File: config.mk
export PLATFORM = sky130hd
export DESIGN_NAME = pc_ctrl
export DESIGN_NICKNAME = d
export VERILOG_FILES = /design/src/rtl/pc_ctrl.sv
export SDC_FILE = /design/constraint.sdc
export NUM_CORES = 1
export LEC_CHECK = 0
export ABC_AREA = 1
export BUFFER_PORTS_ARGS = -buffer_cell sky130_fd_sc_hd__buf_4
export CAP_MARGIN = 25
export CORE_MARGIN = 3
export CORE_UTILIZATION = 56
export CTS_CLUSTER_SIZE = 40
export DETAILED_ROUTE_END_ITERATION = 10
export PLACE_DENSITY = 0.85
export SETUP_SLACK_MARGIN = 0.1
export SKIP_LAST_GASP = 1
export SYNTH_ARGS = -nofsm -noshare
export SYNTH_HDL_FRONTEND = slang
export SYNTH_SLANG_ARGS = --single-unit
File: constraint.sdc
create_clock -name clk -period 2.3 [get_ports clk]
set_input_delay 0.69 -clock clk [delete_from_list [all_inputs] [get_ports clk]]
set_output_delay 0.69 -clock clk [all_outputs]
set_load 0.01 [all_outputs]
File: src/rtl/pc_ctrl.sv
// Program-counter controller: byte stepping, JUN/JCN, and JMS/BBL sequencing
// against the external call stack.
module pc_ctrl #(
  parameter logic [11:0] RESET_PC = 12'h000
) (
  input  logic        clk,
  input  logic        rst,
  input  logic        step,
  input  logic        opValid,
  input  logic [2:0]  op,
  input  logic [11:0] target,
  input  logic        cond,
  output logic [11:0] pc,
  output logic        busy,
  output logic        fault,
  output logic        stackPush,
  output logic        stackPop,
  output logic [11:0] stackPcIn,
  input  logic [11:0] stackPcOut,
  input  logic        stackOverflow,
  input  logic        stackUnderflow
);

  localparam logic [2:0] OP_JUN = 3'd1;
  localparam logic [2:0] OP_JCN = 3'd2;
  localparam logic [2:0] OP_JMS = 3'd3;
  localparam logic [2:0] OP_BBL = 3'd4;

  typedef enum logic [1:0] {IDLE, CALL, POP, LOAD} state_t;

  state_t      r_state, w_next;
  logic [11:0] r_pc, w_pc_nxt;
  logic [11:0] r_tgt;
  logic [11:0] r_pcin;
  logic        r_busy;
  logic        r_fault;
  logic        w_latch;

  always_ff @(posedge clk or posedge rst) begin
    if (rst) begin
      r_state <= IDLE;
      r_pc    <= RESET_PC;
      r_tgt   <= 12'h000;
      r_pcin  <= 12'h000;
      r_busy  <= 1'b0;
      r_fault <= 1'b0;
    end else begin
      r_state <= w_next;
      r_pc    <= w_pc_nxt;
      r_busy  <= (w_next != IDLE);
      r_fault <= r_fault | stackOverflow | stackUnderflow;
      if (w_latch) begin
        r_tgt  <= target;
        r_pcin <= r_pc;
      end
    end
  end

  // Requests are only looked at in IDLE; anything arriving while busy is dropped.
  always_comb begin
    w_next   = r_state;
    w_pc_nxt = r_pc;
    w_latch  = 1'b0;
    case (r_state)
      IDLE: begin
        if (opValid && op == OP_JUN) begin
          w_pc_nxt = target;
        end else if (opValid && op == OP_JCN) begin
          if (cond) w_pc_nxt = {r_pc[11:8], target[7:0]};
        end else if (opValid && op == OP_JMS) begin
          w_latch = 1'b1;
          w_next  = CALL;
        end else if (opValid && op == OP_BBL) begin
          w_next = POP;
        end else if (step) begin
          w_pc_nxt = r_pc + 12'd1;
        end
      end
      CALL: begin
        w_pc_nxt = r_tgt;
        w_next   = IDLE;
      end
      POP:  w_next = LOAD;
      LOAD: begin
        w_pc_nxt = stackPcOut;
        w_next   = IDLE;
      end
      default: w_next = IDLE;
    endcase
  end

  assign pc        = r_pc;
  assign busy      = r_busy;
  assign fault     = r_fault;
  assign stackPush = (r_state == CALL);
  assign stackPop  = (r_state == POP);
  assign stackPcIn = r_pcin;

endmodule
==> run metrics, run 1 <==
IO Count 62; worst setup path class reg2out; reg-to-reg slack, setup 560 ps; Max IR drop VDD 0.580 mV; GRT Residual Overflow 0; DRT antenna net count 0; reg-to-reg startpoint r_state[0]; CTS max path bufs 2; critical path's slowest cell dfrtp_1; drt wl/cell 13.3 µm; Critical Path End stackPush; final wirelength 5.75 mm; reg2reg path depth 7; CTS root buf clkbuf_8; Arrival @ worst endpoint 1410 ps; metal1 wirelength 2.42 mm; CTS resizes 0; Nets 417; top-count cell post-synth nand2_1; worst endpoint required time 1610 ps; Post-route DRC 0; IO buf count 61; drt first pass iters 6; die area 4800 µm²; vias in the first global route 2171; Worst path depth 3; Die Width 69.3 µm; Post-Synthesis Cell Area 2240 µm²; commonest cells in the netlist nand2_1, dfrtp_1, inv_1, nand3_1, o21ai_0; Sequential Area 1000 µm²; Total GRT Usage 24.6%; CTS Buf Count 5; Fillers 294; Buf/Inv on CP 2; leakage 1.56 nW; Synth Flop Type dfrtp_1; setup TNS 0 ps; Initial Utilization 59.5%; Post-synth EDFFs 0; Worst R2R End pc[2]; final instance area 2850 µm²; Cell Area, Placed 2760 µm²; Final Skew 7.36 ps; CTS clk-pin slew, worst paths 80 ps; P per Cell Area 1240 nW/µm²; Seq/Total Area, Yosys 44.6%; via count of the routed design 2294; Synth top area share 44.6%; Pins Over Slew Limit 0; Routed met3 length 476 µm; Async SR Flop Fraction 100%; largest net degree at the start of global routing 41; Synth area leader dfrtp_1; clk_lat worst skew 290 ps; area grow syn2layout 27.2%; core footprint 3770 µm²; first-pass GRT wire length 9.56 mm; row count 22; Setup crit end kind output pin; gp weighted congestion 0.873; delay-heaviest family, CP flip-flops; H-tree depth 2; Avg Cell Area, Syn 7.07 µm²; Synth area leaders dfrtp_1, nand2_1, nand3_1; fmax 0.477 GHz; RSZ-0062 raised after global routing false; CP max stage delay 650 ps; Initial DRC Count 132; Setup crit start r_state[0]; share of post-route cells with drive strength above 1 23.0%; met2 WL 2.77 mm; # Post-CTS Setup Buffers 0; Yosys cell types 25; Post-Syn Instances 317; number of hold violations in the final report 0; startpoint type of the worst setup path flop; syn_nets 352; Critical Path Fanout Max 15; top sig layer met4; vias per inst 5.32; DIE HEIGHT 69.3 µm; Detailed Place HPWL 4.42 mm; Hold Path Class reg2reg; # Max-Cap Violations 0; worst-margin pin slew 799 ps; YS warnings 0; final setup violating endpoints 0; CTS tree done; post-layout min period 2100 ps; Hold-fix buffers, CTS 0; Slew HR 46.5%; Multi-input gate area 1030 µm²; crit-path cells inv_2, nor2_4, buf_4; final period utilization 91.1%; diode count 0; Synth Register Bits 40; antenna violations before repair 0; status completed; CTS sink count 40
## through the flow
| step | util (%) | instances | setup WS (ps) | hold slack (ps) | total power, mW |
|---|---|---|---|---|---|
| floorplan | - | 317 | 634 | 453 | 2.36 |
| CTS | 75.6 | 431 | 229 | 492 | 3.55 |
| finish | 75.6 | 431 | 205 | 489 | 3.53 |
| global route | 75.6 | 431 | 148 | 517 | 3.85 |
| detailed placement | 73.2 | 423 | 134 | 473 | 3.06 |
| global placement | 73.2 | 423 | 206 | 456 | 2.98 |
## cell type report
cell class	count	area share, %
clock buffer	8	3.16
inverter	42	5.53
multi-input combinational	225	36.2
sequential	40	35.1
tap	48	2.11
timing repair buffer	68	17.9
## power breakdown
group,leakage (nW),switching [mW],internal [mW]
Clock,0.0455,0.237,0.245
Combinational,1.02,0.962,0.750
Sequential,0.489,0.313,1.03
## sequential cells by signal, indices dropped and copies added, names as in the netlist
register	count
pc	12
r_tgt	12
stackPcIn	12
r_state	2
busy	1
fault	1
## worst reg2reg max path, delay by kind of cell, from the launching register on
kind | cells | cell delay (ps)
AND/OR/NAND/NOR | 4 | 540
AO/OA/AOI/OAI | 2 | 330
buffers and inverters | 1 | 190
flip-flops | 1 | 560
## layout by cell type, fill, tap and decap left out, drive strengths merged
master	Yosys	final
ha	1	1
o21ai	34	34
nor3	2	2
o21bai	1	1
clkbuf	3	8
or3	1	1
a21oi	14	14
nand2	103	103
xnor2	1	1
mux2	1	1
nand4	3	3
dfrtp	40	40
nor2	30	30
xor2	1	1
buf	7	68
nand3	32	32
o22ai	1	1
inv	42	42
## worst min path at each step
stage / cells after the start / to / start
finish: 2 / stackPcIn[10] / stackPcIn[10]
global route: 2 / r_tgt[2] / r_tgt[2]
CTS: 2 / r_tgt[2] / r_tgt[2]
detailed placement: 2 / r_tgt[2] / r_tgt[2]
global placement: 1 / fault / fault
floorplan: 2 / r_tgt[0] / r_tgt[0]
## routing by layer
layer  vias up  track usage (%)
li1       1135                -
met1      1046             31.3
met2       103             39.8
met3        10             6.09
met4         0             10.2
met5         -                0
## cells by family (layout without fill, tap and decap cells)
group	count (synthesis)	in the layout	share of synthesized area, %
buf+inv	52	118	9.32
flops	40	40	44.6
fa+ha+maj	1	1	0.558
xor+xnor	2	2	0.781
simple gates	171	171	31.8
compound gates	50	50	12.4
mux	1	1	0.502
Power figures use the tool's default switching activity.
==> inputs of run 2 (changes only) <==
- CORE_ASPECT_RATIO: not set -> 1.4
- CORE_UTILIZATION: 56 -> 47
- PLACE_DENSITY: 0.85 -> 0.76
- clock period: 2.3 -> 1.7 ns (I/O delays scaled with it)
==> run 2 against run 1 <==
  * Sequential power grew 28%
  * Worst setup slack got worse by 110 ps
  * Largest cell class unchanged
  * Count of clock-buffer cells in the layout fell by 3
  * Clock skew increased by 0.55 ps
  * Total power rose by 51%
  * Highest routed layer unchanged
  * Sequential cell count unchanged
==> run metrics, run 2 (synthesis gave the netlist of run 1 again) <==
status completed; GRT Residual Overflow 0; post-layout min period 1610 ps; die area 5650 µm²; Final Skew 7.91 ps; CTS clk-pin slew, worst paths 90 ps; clk_lat worst skew 300 ps; P per Cell Area 1700 nW/µm²; Critical Path Fanout Max 4; drt wl/cell 13.3 µm; gp weighted congestion 0.889; drt first pass iters 4; Seq pwr share 32.0%; final wirelength 6.24 mm; CTS Buf Count 5; Total GRT Usage 23.3%; core footprint 4570 µm²; Max IR drop VDD 1.11 mV; first-pass GRT wire length 10.2 mm; Multi-input gate area 1060 µm²; RSZ-0062 raised after global routing true; final period utilization 94.6%; via count of the routed design 2355; commonest cells after routing, fill and taps aside nand2_1, buf_4, dfrtp_1; commonest non-fill, non-tap cell in the layout nand2_1; DRT antenna net count 0; CTS sink count 40; Nets 441; largest net degree at the start of global routing 41; Slew HR 80.6%; diode count 0; Die Width 64.4 µm; IO Count 62; reg-to-reg startpoint r_state[0]; CTS tree done; number of hold violations in the final report 0; Sequential Area 1000 µm²; fmax 0.622 GHz; dpl cells 454; startpoint type of the worst setup path flop; vias in the first global route 2276; Pins Over Slew Limit 0; setup TNS 0 ps; P_int 3.13 mW; PnR Total Power 5.34 mW; Hold Slack 253 ps; leakage 1.69 nW; Detailed Place HPWL 4.64 mm; antenna violations before repair 0; switching share of power 41.4%; Setup crit start r_state[0]; worst setup path class reg2out; Initial Utilization 49.0%; Hold Path Class in2async; Sw Pwr 2.21 mW; Initial DRC Count 107; Non-Filler Instances 469; Arrival @ worst endpoint 1100 ps; # Max-Cap Violations 0; Gate power share 52.7%; share of post-route cells with drive strength above 1 29.7%; H-tree depth 2; worst-margin pin slew 291 ps; Setup crit end kind output pin; Post-route DRC 0; Fillers 408; CTS max path bufs 2; worst endpoint required time 1190 ps; clock network power share 15.3%; final setup violating endpoints 0; CTS root buf clkbuf_8; DIE HEIGHT 87.7 µm; area grow syn2layout 40.3%; row count 29; vias per inst 5.02; IO buf count 61
[run 2: final cells by class]
class                      instances  share of cell area [%]
clock buffer                       5                    2.19
inverter                          42                    5.17
clock inverter                     3                    1.47
sequential                        40                    31.9
timing repair buffer              92                    23.2
multi-input combinational        225                    33.6
tap                               62                    2.47
[run 2: path summary, 6_finish.rpt]
kind / endpoint / slack [ps] / cells past startpoint
setup / recovery: stackPop / 90 / 3
hold / removal: stackPcIn[4] / 250 / 3
setup reg to reg: pc[4] / 180 / 8
hold reg to reg: fault / 480 / 1
max in group asynchronous: r_state[0] / 1220 / 3
min in group clk: fault / 400 / 2
[run 2: repair_timing]
action / CTS / global route
buffers inserted: 3 / 5
pin swaps: 1 / 2
setup endpoints to repair: 19 / 28
resized for setup: 4 / 11
hold buffers: 0 / 0
[run 2: critical path, cell delays in order (launching register included)]
cell     delay, ps
dfrtp_2        470
buf_6          140
nor2_4          80
buf_6          100
[run 2: metal layers]
metal | global-route usage, % | part of all wire [%] | vias up
li1 | - | - | 1172
met1 | 25.7 | 39 | 1091
met2 | 41.8 | 53 | 71
met3 | 5.13 | 4.8 | 21
met4 | 11.9 | 3.6 | 0
met5 | 0 | 0 | -
[run 2: power groups by stage]
| stage | registers [mW] | clock network (mW) | logic (mW) |
|---|---|---|---|
| floorplan | 1.82 | 0 | 1.37 |
| global placement | 1.72 | 0 | 2.54 |
| detailed placement | 1.73 | 0 | 2.59 |
| CTS | 1.71 | 0.834 | 2.69 |
| global route | 1.78 | 0.874 | 3.17 |
| finish | 1.71 | 0.817 | 2.82 |
[run 2: metrics by stage]
stage	cell area, µm²	setup WS, ps	utilization [%]
6_report	3150	92.3	68.8
3_5_place_dp	2930	-58.0	64.1
3_3_place_gp	2930	15.8	64.1
4_1_cts	3080	85.8	67.4
5_1_grt	3150	47.9	68.8
2_1_floorplan	2240	214	-
